## src/rtl/theme_sequencer_if.sv

```systemverilog
// theme_sequencer_if: button/frame inputs and committed theme outputs of the theme sequencer
interface theme_sequencer_if;
  logic       btn_next_n;
  logic       btn_prev_n;
  logic       auto_en;
  logic       frame_start;
  logic [2:0] theme;
  logic       theme_pending;
  logic       theme_changed;
  modport master (
    output btn_next_n, btn_prev_n, auto_en, frame_start,
    input  theme, theme_pending, theme_changed
  );
  modport slave (
    input  btn_next_n, btn_prev_n, auto_en, frame_start,
    output theme, theme_pending, theme_changed
  );
endinterface

```

## src/rtl/theme_sequencer.sv

```systemverilog
// theme_sequencer: debounced next/prev/auto theme select, committed only on frame_start
module theme_sequencer #(
  parameter int         DEBOUNCE_CYCLES = 500000,
  parameter int         AUTO_FRAMES     = 180,
  parameter logic [2:0] RESET_THEME     = 3'd0
) (
  input logic clk,
  input logic rst_n,
  theme_sequencer_if.slave bus
);
  localparam int CW = $clog2(DEBOUNCE_CYCLES + 1);
  localparam int FW = $clog2(AUTO_FRAMES + 1);
  typedef enum logic {IDLE, PENDING} state_t;
  state_t state, state_n;
  logic [1:0] s1, s2, db, db_d1, ev;
  logic [CW-1:0] cnt [2];
  logic [FW-1:0] fcnt, fcnt_n;
  logic [2:0] theme, theme_n, target, target_n, tgt_ev;
  logic nx, pv, evt, auto_hit;
  always_ff @(posedge clk or negedge rst_n) begin
    if (!rst_n) begin
      s1    <= '1;
      s2    <= '1;
      db    <= '1;
      db_d1 <= '1;
      cnt   <= '{default: '0};
    end else begin
      s1    <= {bus.btn_prev_n, bus.btn_next_n};
      s2    <= s1;
      db_d1 <= db;
      for (int i = 0; i < 2; i++)
        if (s2[i] == db[i]) cnt[i] <= '0;
        else if (cnt[i] == CW'(DEBOUNCE_CYCLES - 1)) begin
          db[i]  <= s2[i];
          cnt[i] <= '0;
        end else cnt[i] <= cnt[i] + 1'b1;
    end
  end
  // press = debounced falling edge; bit 0 is next, bit 1 is prev
  assign ev       = db_d1 & ~db;
  assign nx       = ev[0];
  assign pv       = ev[1];
  assign evt      = |ev;
  assign tgt_ev   = (nx == pv) ? target : nx ? target + 3'd1 : target - 3'd1;
  assign auto_hit = bus.auto_en && fcnt == FW'(AUTO_FRAMES - 1);
  always_comb begin
    state_n  = state;
    theme_n  = theme;
    target_n = tgt_ev;
    fcnt_n   = (evt || !bus.auto_en) ? '0 : fcnt;
    if (state == PENDING || evt) begin
      state_n = bus.frame_start ? IDLE : PENDING;
      theme_n = bus.frame_start ? tgt_ev : theme;
      fcnt_n  = bus.frame_start ? '0 : fcnt_n;
    end else if (bus.frame_start && bus.auto_en) begin
      fcnt_n   = auto_hit ? '0 : fcnt + 1'b1;
      theme_n  = auto_hit ? theme + 3'd1 : theme;
      target_n = theme_n;
    end
  end
  always_ff @(posedge clk or negedge rst_n) begin
    if (!rst_n) begin
      state             <= IDLE;
      theme             <= RESET_THEME;
      target            <= RESET_THEME;
      fcnt              <= '0;
      bus.theme_changed <= 1'b0;
    end else begin
      state             <= state_n;
      theme             <= theme_n;
      target            <= target_n;
      fcnt              <= fcnt_n;
      bus.theme_changed <= theme_n != theme;
    end
  end
  assign bus.theme         = theme;
  assign bus.theme_pending = state == PENDING;
endmodule

```

## src/flat_wrapper.sv

```systemverilog
// flat-port wrapper written by rule: the top's interface ports become plain ports
module theme_sequencer_flat 
#(
  parameter int         DEBOUNCE_CYCLES = 500000,
  parameter int         AUTO_FRAMES     = 180,
  parameter logic [2:0] RESET_THEME     = 3'd0
)
  (clk, rst_n, bus_btn_next_n, bus_btn_prev_n, bus_auto_en, bus_frame_start, bus_theme, bus_theme_pending, bus_theme_changed);
  theme_sequencer_if bus_i ();
  input logic clk;
  input logic rst_n;
  input wire logic [$bits(bus_i.btn_next_n)-1:0] bus_btn_next_n;
  input wire logic [$bits(bus_i.btn_prev_n)-1:0] bus_btn_prev_n;
  input wire logic [$bits(bus_i.auto_en)-1:0] bus_auto_en;
  input wire logic [$bits(bus_i.frame_start)-1:0] bus_frame_start;
  output wire logic [$bits(bus_i.theme)-1:0] bus_theme;
  output wire logic [$bits(bus_i.theme_pending)-1:0] bus_theme_pending;
  output wire logic [$bits(bus_i.theme_changed)-1:0] bus_theme_changed;
  assign bus_i.btn_next_n = bus_btn_next_n;
  assign bus_i.btn_prev_n = bus_btn_prev_n;
  assign bus_i.auto_en = bus_auto_en;
  assign bus_i.frame_start = bus_frame_start;
  assign bus_theme = bus_i.theme;
  assign bus_theme_pending = bus_i.theme_pending;
  assign bus_theme_changed = bus_i.theme_changed;
  theme_sequencer #(.DEBOUNCE_CYCLES(DEBOUNCE_CYCLES), .AUTO_FRAMES(AUTO_FRAMES), .RESET_THEME(RESET_THEME)) u_core (.clk(clk), .rst_n(rst_n), .bus(bus_i));
endmodule
```

## config.mk

```make
export PLATFORM = sky130hd
export DESIGN_NAME = theme_sequencer_flat
export DESIGN_NICKNAME = d
export VERILOG_FILES = /design/src/rtl/theme_sequencer_if.sv /design/src/rtl/theme_sequencer.sv /design/src/flat_wrapper.sv
export SDC_FILE = /design/constraint.sdc
export NUM_CORES = 1
export LEC_CHECK = 0
export ABC_AREA = 1
export CORE_MARGIN = 2
export CORE_UTILIZATION = 30
export CTS_CLUSTER_DIAMETER = 40
export DETAILED_ROUTE_END_ITERATION = 10
export PLACE_DENSITY_LB_ADDON = 0.12
export SKIP_LAST_GASP = 1
export SYNTH_ARGS = -nofsm -noshare
export SYNTH_HDL_FRONTEND = slang
export SYNTH_SLANG_ARGS = --single-unit
```

## constraint.sdc

```tcl
create_clock -name clk -period 2.7 [get_ports clk]
set_clock_uncertainty 0.1 [all_clocks]
set_input_delay 0.675 -clock clk [delete_from_list [all_inputs] [get_ports clk]]
set_output_delay 0.675 -clock clk [all_outputs]
set_load 0.02 [all_outputs]
```

==> reports/summary.log, run 1 <==
INFO  status         status=finished clean
INFO  route          routed_antenna_nets=0
INFO  worst_setup_path critical_path.startpoint_type=register
INFO  cts            h_tree_depth=3
INFO  layout         final_cell_mix=sky130_fd_sc_hd__nand2_1 (88), sky130_fd_sc_hd__nor2_1 (64), sky130_fd_sc_hd__inv_1 (55), sky130_fd_sc_hd__dfrtp_1 (54), sky130_fd_sc_hd__nand3_1 (33)
INFO  timing         totalNegativeSetupSlack=0ps
INFO  timing         timing.slew.headroom=0.693
INFO  cts            ctsLongestPathBuffers=2
INFO  worst_setup_path critPathMaxStageDelay=650ps
INFO  logic_synthesis yosys.area.top_type=sky130_fd_sc_hd__dfrtp_1
INFO  floorplan      ioPinCount=11
INFO  floorplan      fp.dieArea=0.0123mm^2
INFO  floorplan      core-area=0.0110mm^2
INFO  global_route   gr-usage-all-layers=0.133
INFO  cts            cts-hold-fix-buffers=0
INFO  job            max_cap_viol_count=0
INFO  place          placed_instance_count=579
INFO  worst_setup_path crit_chain=clkdlybuf4s50_1
INFO  route          drc_errors=0
INFO  logic_synthesis ys_dominant_reg_cell=sky130_fd_sc_hd__dfrtp_1
INFO  cts            clk_sink_count=62
INFO  cts            clock_root_buffer=sky130_fd_sc_hd__clkbuf_16
INFO  layout         synthToLayoutAreaGrowth=16.1%
INFO  layout         drive_above_1_share=0.110
INFO  global_route   grt_max_degree=36
INFO  floorplan      floorplan.die.height=111um
INFO  worst_hold_path holdCritPathClass=input pin to asynchronous set/reset pin
INFO  logic_synthesis yosys-mux-area-fraction=0.00330
INFO  floorplan      start_util=0.311
INFO  worst_setup_path path_delay_family=buffers and inverters
INFO  worst_setup_path worst_setup_path_category=register to output pin
INFO  layout         final_layout_net_count=462
INFO  layout         most_frequent_standard_cell_in_the_layout_excluding_fill_and_tap_cells=sky130_fd_sc_hd__nand2_1
INFO  layout         finalCoreUtilization=0.361
INFO  worst_setup_path worst_ep_arrival_time=1440ps
INFO  cts            clock_latency=330ps
INFO  timing         clock.fmax=452MHz
INFO  worst_setup_path r2r_start=u_core.db[0]
INFO  logic_synthesis synth.yosys.seq_area_share=0.457
INFO  pwr            cellPowerDensity=575mW/mm^2
INFO  logic_synthesis yosys.cell_types.count=36
INFO  worst_setup_path ff2ff_path_depth=13
INFO  worst_setup_path critical_path_buf_inv_count=1
INFO  cts            clkSlewWorstSetupHoldPaths=50ps
INFO  logic_synthesis number_of_enable_flip_flop_cells_after_synthesis=0
INFO  global_route   initial_antenna_violation_count=0
INFO  route          vias=2,828
INFO  cts            cts_setup_buffers=0
INFO  pwr            ir_drop=362uV
INFO  worst_setup_path worstPathRequired=1920ps
INFO  place          final_weighted_congestion_in_routability_driven_placement=0.873
INFO  route          wire_per_inst=12.5um
INFO  worst_setup_path crit_path_max_fanout=6
INFO  logic_synthesis synth_compound_area_frac=0.0465
INFO  global_route   grt_pass1_wl=13.1mm
INFO  route          firstDrtPassIters=4
INFO  route          detail_route.wirelength=7.45mm
INFO  place          dpl.hpwl=5.56mm
INFO  logic_synthesis dominant_combinational_cell_family_by_area_after_synthesis=simple AND/OR/NAND/NOR gates
INFO  timing         worst-slew-pin-transition=461ps
INFO  logic_synthesis share_of_the_synthesized_area_in_the_top_cell_type=0.395
INFO  place          port_buffers=10
INFO  route          vias_per_cell=4.75
INFO  logic_synthesis synthTopCellsByArea=sky130_fd_sc_hd__dfrtp_1 (40%), sky130_fd_sc_hd__nand2_1 (9.7%), sky130_fd_sc_hd__nor2_1 (7.0%)
INFO  timing         min_period_over_period=0.819
INFO  logic_synthesis synth.net_count=441
INFO  logic_synthesis async_flop_share=1.00
INFO  global_route   first_global_vias=2,724
INFO  place          pre_cts_ws=393ps
INFO  timing         hold_violations=0
INFO  cts            num_cts_buffers=9
INFO  timing         fin_crit=2210ps
INFO  logic_synthesis synth-warning-count=0
INFO  logic_synthesis synth_area_in_adders=0.0242
INFO  logic_synthesis number_of_synthesized_register_bits=62
INFO  cts            post_cts_resize_count=0
INFO  timing         fin_ws=489ps
INFO  worst_setup_path critical_path_endpoint_category=output pin
INFO  route          drt_first_iter_violations=139
INFO  floorplan      row_count=38
INFO  logic_synthesis synthesized_instance_count=429
INFO  worst_setup_path critPathSlowestCell=sky130_fd_sc_hd__clkdlybuf4s50_1
INFO  cts            tritoncts=done
INFO  timing         timing.final.setup_violations=0
INFO  layout         n_antenna_cell=0
INFO  pwr            lkg_pwr=1.69nW
INFO  logic_synthesis yosys.area_share.simple=0.337
INFO  worst_setup_path r2r-end=u_core.bus.theme_changed
INFO  logic_synthesis share_of_the_synthesized_netlist_area_taken_by_xor_and_xnor_gates=0.0666
INFO  timing         final_max_slew_viol_count=0
INFO  timing         grt_setup_unrepaired=no
INFO  logic_synthesis cell_area_after_technology_mapping=0.00342mm^2
INFO  layout         finish.cell_count_without_fillers=595
INFO  floorplan      die_width=111um
INFO  logic_synthesis synth_area_per_cell=7.97um^2
INFO  global_route   grt-ovfl-total=0
INFO  worst_setup_path regToRegSetupSlack=590ps
==> power by group <==
| part | internal (mW) | total [mW] | switching [mW] |
|---|---|---|---|
| Combinational | 0.0832 | 0.213 | 0.130 |
| Sequential | 0.970 | 1.01 | 0.0382 |
| Clock | 0.670 | 1.06 | 0.388 |
| Total | 1.72 | 2.28 | 0.557 |
==> worst max-delay path by stage <==
stage / startpoint / to / slack (ps) / cells after the start
floorplan: u_core.db[0] / u_core.bus.theme_changed / 750 / 13
global placement: bus_frame_start / u_core.bus.theme_changed / 440 / 8
detailed placement: bus_frame_start / u_core.fcnt[5] / 390 / 5
CTS: u_core.bus.theme[2] / bus_theme[2] / 480 / 1
global route: u_core.db[0] / u_core.bus.theme_changed / 380 / 13
finish: u_core.bus.theme[2] / bus_theme[2] / 490 / 1
==> through the flow <==
| stage | hold slack, ps | instance area (um^2) | power (mW) |
|---|---|---|---|
| 3_3_place_gp | 260 | 3690 | 1.24 |
| 3_5_place_dp | 257 | 3690 | 1.24 |
| 2_1_floorplan | 245 | 3420 | 1.14 |
| 6_report | 248 | 3970 | 2.28 |
| 4_1_cts | 264 | 3970 | 2.32 |
| 5_1_grt | 267 | 3970 | 2.41 |
==> registers in the layout, summed over array words and instances, names as in the netlist <==
name                      count
u_core.s1                     2
u_core.bus.theme              3
u_core.target                 3
u_core.db_d1                  2
u_core.bus.theme_changed      1
u_core.db                     2
u_core.bus.theme_pending      1
u_core.s2                     2
u_core.fcnt                   8
u_core.cnt                   38
==> synthesized netlist by cell type (2+ instances only) <==
cell	instances
sky130_fd_sc_hd__dfrtp_1	54
sky130_fd_sc_hd__o21a_1	2
sky130_fd_sc_hd__nor2_1	64
sky130_fd_sc_hd__nand2_1	88
sky130_fd_sc_hd__or2_0	2
sky130_fd_sc_hd__inv_1	55
sky130_fd_sc_hd__clkbuf_1	2
sky130_fd_sc_hd__nor3_2	4
sky130_fd_sc_hd__nand3_1	33
sky130_fd_sc_hd__nand2_2	5
sky130_fd_sc_hd__ha_1	5
sky130_fd_sc_hd__a31oi_1	2
sky130_fd_sc_hd__dfstp_2	8
sky130_fd_sc_hd__nor3b_1	2
sky130_fd_sc_hd__inv_2	2
sky130_fd_sc_hd__o21ai_0	10
sky130_fd_sc_hd__nand4_1	20
sky130_fd_sc_hd__nor4_1	6
sky130_fd_sc_hd__nor2_2	11
sky130_fd_sc_hd__xor2_1	25
sky130_fd_sc_hd__nor2_4	2
sky130_fd_sc_hd__nor3_1	11
sky130_fd_sc_hd__o22ai_1	3
==> area by class of cell <==
type	count	area, um^2
inverter	58	218
sequential	62	1560
timing repair buffer	12	110
fill	1155	7020
tap	140	175
clock buffer	15	268
multi-input combinational	307	1630
clock inverter	1	5.00
==> cells by family (layout without fill, tap and decap cells) <==
family | count (synthesis) | in the layout
buffers and inverters | 60 | 86
adders and majority gates | 6 | 6
DFF | 62 | 62
muxes | 1 | 1
xor gates and xnor gates | 26 | 26
AOI/OAI and AO/OA | 25 | 25
and+or+nand+nor | 249 | 249
==> routing by layer <==
metal  part of all wire  global-route usage
met5                  0                   0
met4              0.019              0.0608
met3              0.051              0.0481
met1               0.49               0.180
met2               0.44               0.189
Note: power is estimated with default switching activity, not from simulation.
==> inputs of run 2 (changes only) <==
==> constraint.sdc (replaced) <==
create_clock -name clk -period 2.02 [get_ports clk]
set_clock_uncertainty 0.1 [all_clocks]
set_input_delay 0.505 -clock clk [delete_from_list [all_inputs] [get_ports clk]]
set_output_delay 0.505 -clock clk [all_outputs]
set_load 0.02 [all_outputs]
==> reports/summary.log, run 2 (synthesized netlist as in run 1, its figures left out) <==
INFO  job            max_cap_viol_count=0 [unchanged]
INFO  worst_setup_path worst_setup_path_category=register to output pin [unchanged]
INFO  route          drt_first_iter_violations=231 [was 139]
INFO  timing         grt_setup_unrepaired=yes [was no]
INFO  layout         final_layout_net_count=478 [was 462]
INFO  cts            cts-hold-fix-buffers=0 [unchanged]
INFO  worst_setup_path worst_ep_arrival_time=1390ps [was 1440 ps]
INFO  timing         worst-slew-pin-transition=555ps [was 461 ps]
INFO  place          placed_instance_count=595 [was 579]
INFO  cts            tritoncts=done [unchanged]
INFO  worst_setup_path critical_path.startpoint_type=register [unchanged]
INFO  layout         register_containing_the_most_flip_flops_in_the_final_layout=u_core.cnt [unchanged]
INFO  route          vias_per_cell=4.68 [was 4.75]
INFO  place          pre_cts_ws=-110ps [was 393 ps]
INFO  global_route   initial_antenna_violation_count=0 [unchanged]
INFO  global_route   first_global_vias=2,821 [was 2,724]
INFO  route          wire_per_inst=12.7um [was 12.5 um]
INFO  floorplan      start_util=0.311 [unchanged]
INFO  cts            clock_root_buffer=sky130_fd_sc_hd__clkbuf_16 [unchanged]
INFO  layout         seqCellArea=0.00156mm^2 [unchanged]
INFO  timing         fin_ws=25.3ps [was 489 ps]
INFO  timing         fin_crit=1990ps
INFO  global_route   grt_pass1_wl=13.5mm [was 13.1 mm]
INFO  layout         drive_above_1_share=0.155 [was 0.110]
INFO  timing         final_max_slew_viol_count=0 [unchanged]
INFO  layout         stdcell_area=0.00414mm^2 [was 0.00397 mm^2]
INFO  timing         timing.final.setup_violations=0 [unchanged]
INFO  status         status=finished clean [unchanged]
INFO  worst_setup_path critical_path_buf_inv_count=1 [unchanged]
INFO  route          drc_errors=0 [unchanged]
INFO  pwr            cellPowerDensity=774mW/mm^2 [was 575 mW/mm^2]
INFO  layout         synthToLayoutAreaGrowth=21.1% [was 16.1%]
INFO  worst_setup_path critPathMaxStageDelay=630ps [was 650 ps]
INFO  cts            clkSlewWorstSetupHoldPaths=50ps [about the same]
INFO  place          dpl.hpwl=5.88mm [was 5.56 mm]
INFO  route          routed_antenna_nets=0 [unchanged]
INFO  layout         fill_cells=1,167 [was 1,155]
INFO  route          detail_route.wirelength=7.78mm [was 7.45 mm]
INFO  pwr            ir_drop=302uV [was 362 uV]
INFO  route          vias=2,857 [was 2,828]
INFO  worst_setup_path worstPathRequired=1410ps [was 1920 ps]
INFO  floorplan      row_count=38 [unchanged]
INFO  layout         finalCoreUtilization=0.377 [was 0.361]
INFO  timing         hold_violations=0 [unchanged]
INFO  cts            clk_sink_count=62 [unchanged]
INFO  route          firstDrtPassIters=4 [unchanged]
INFO  floorplan      die_width=111um [unchanged]
INFO  layout         most_frequent_standard_cell_in_the_layout_excluding_fill_and_tap_cells=sky130_fd_sc_hd__nand2_1 [unchanged]
INFO  floorplan      floorplan.die.height=111um [unchanged]
INFO  cts            num_cts_buffers=9 [unchanged]
INFO  worst_setup_path crit_path_max_fanout=5 [was 6]
INFO  layout         area_of_combinational_cells_with_multiple_inputs=0.00164mm^2 [was 0.00163 mm^2]
INFO  worst_setup_path crit_chain=clkdlybuf4s50_1 [unchanged]
INFO  place          final_weighted_congestion_in_routability_driven_placement=0.883 [was 0.873]
INFO  pwr            lkg_pwr=1.80nW [was 1.69 nW]
INFO  layout         final_cell_mix=sky130_fd_sc_hd__nand2_1 (87), sky130_fd_sc_hd__nor2_1 (63), sky130_fd_sc_hd__inv_1 (55), sky130_fd_sc_hd__dfrtp_1 (54), sky130_fd_sc_hd__nand3_1 (33) [was sky130_fd_sc_hd__nand2_1 (88), sky130_fd_sc_hd__nor2_1 (64), sky130_fd_sc_hd__inv_1 (55), sky130_fd_sc_hd__dfrtp_1 (54), sky130_fd_sc_hd__nand3_1 (33)]
INFO  floorplan      core-area=0.0110mm^2 [unchanged]
INFO  timing         timing.slew.headroom=0.630 [was 0.693]
INFO  timing         clock.fmax=501MHz
INFO  cts            h_tree_depth=3 [unchanged]
INFO  timing         min_period_over_period=0.987
INFO  timing         holdWs=66.6ps [was 248 ps]
INFO  worst_setup_path path_delay_family=buffers and inverters [unchanged]
INFO  worst_setup_path critical_path_endpoint_category=output pin [unchanged]
INFO  global_route   grt_max_degree=23 [was 36]
INFO  cts            ctsLongestPathBuffers=2 [unchanged]
INFO  global_route   gr-usage-all-layers=0.136 [was 0.133]
INFO  floorplan      fp.dieArea=0.0123mm^2 [unchanged]
INFO  layout         largest_register_ffs=38 [unchanged]
INFO  global_route   grt-ovfl-total=0 [unchanged]
INFO  cts            clock_latency=330ps [about the same]
INFO  worst_setup_path critPathSlowestCell=sky130_fd_sc_hd__clkdlybuf4s50_1 [unchanged]
INFO  layout         finish.cell_count_without_fillers=611 [was 595]
INFO  place          postPlaceCellArea=0.00383mm^2 [was 0.00369 mm^2]
INFO  layout         biggest_registers_after_layout=u_core.cnt: 38 flops, u_core.fcnt: 8 flops [unchanged]
INFO  floorplan      ioPinCount=11 [unchanged]
INFO  worst_hold_path holdCritPathClass=input pin to asynchronous set/reset pin [unchanged]
INFO  layout         n_antenna_cell=0 [unchanged]
INFO  place          port_buffers=10 [unchanged]
run 2: cell count changes in the layout (fill, tap and decap cells not counted), sizes merged:
cell,previous run,this run
buf,3,19
clkinv,2,5
bufinv,0,1
clkbuf,15,10
clkinvlp,0,1
clkdlybuf4s50,9,8
dlymetal6s2s,0,1
run 2: metal layers:
layer | part of all wire | GRT usage
met1 | 0.49 | 0.179
met4 | 0.024 | 0.0617
met3 | 0.029 | 0.0301
met5 | 0 | 0
met2 | 0.45 | 0.213
run 2: worst register-to-register path, cell delays in order, from the launching register on:
cell                      delay [ps]
sky130_fd_sc_hd__dfstp_2         520
sky130_fd_sc_hd__inv_1            50
sky130_fd_sc_hd__nand2_2          80
sky130_fd_sc_hd__fa_1            400
sky130_fd_sc_hd__inv_1            60
sky130_fd_sc_hd__nand2_1          50
sky130_fd_sc_hd__o21ai_2          70
sky130_fd_sc_hd__nor2_1           60
sky130_fd_sc_hd__nor2_2          140
sky130_fd_sc_hd__nand2_1          70
sky130_fd_sc_hd__nand2_1          50
sky130_fd_sc_hd__nand2_1          50
sky130_fd_sc_hd__nor2_1           80
sky130_fd_sc_hd__nand2_1          60
run 2: stage by stage:
stage	TNS, ps	total power [mW]
4_1_cts	0	3.27
2_1_floorplan	0	1.53
3_3_place_gp	-104	1.69
6_report	0	3.20
3_5_place_dp	-118	1.69
5_1_grt	-114	3.37
run 2: path summary, 6_finish.rpt:
check / slack [ps] / start / depth (start not counted) / end
worst max-delay path: 30 / u_core.bus.theme[0] / 1 / bus_theme[0]
worst min-delay path: 70 / rst_n / 1 / u_core.cnt[6]
worst max register to register: 50 / u_core.db[0] / 13 / u_core.bus.theme_changed
worst min register to register: 260 / u_core.s1[1] / 0 / u_core.s2[1]
max in group asynchronous: 1160 / rst_n / 2 / u_core.cnt[15]
min in group clk: 260 / u_core.s1[1] / 0 / u_core.s2[1]
run 2: report_power, final:
group | switching [mW] | internal, mW | total [mW]
sequential | 0.0379 | 1.30 | 1.33
clock | 0.558 | 0.983 | 1.54
combinational | 0.193 | 0.136 | 0.329
total | 0.790 | 2.41 | 3.20
run 2: repair_timing:
action | CTS | global route
buffers inserted | 0 | 0
setup endpoints to repair | 1 | 3
pin swaps | 1 | 1
hold endpoints to repair | 0 | 0
resized for setup | 2 | 3
run 2: area by class of cell:
cell class | instances | share of cell area
clock buffers | 10 | 0.0577
clock inverters | 6 | 0.0148
inverters | 58 | 0.0526
multi-input cells | 307 | 0.396
flip-flops and latches | 62 | 0.377
well taps | 140 | 0.0423
repair buffers | 28 | 0.0593
==> inputs of run 3 (changes only) <==
--- a/config.mk
+++ b/config.mk
@@ -8,7 +8,7 @@
 export ABC_AREA = 1
 export CORE_MARGIN = 2
 export CORE_UTILIZATION = 30
-export CTS_CLUSTER_DIAMETER = 40
+export CTS_CLUSTER_DIAMETER = 60
 export DETAILED_ROUTE_END_ITERATION = 10
 export PLACE_DENSITY_LB_ADDON = 0.12
 export SKIP_LAST_GASP = 1
==> results of run 3 <==
Same layout as run 2: the final DEF is identical, and so are final timing and power.
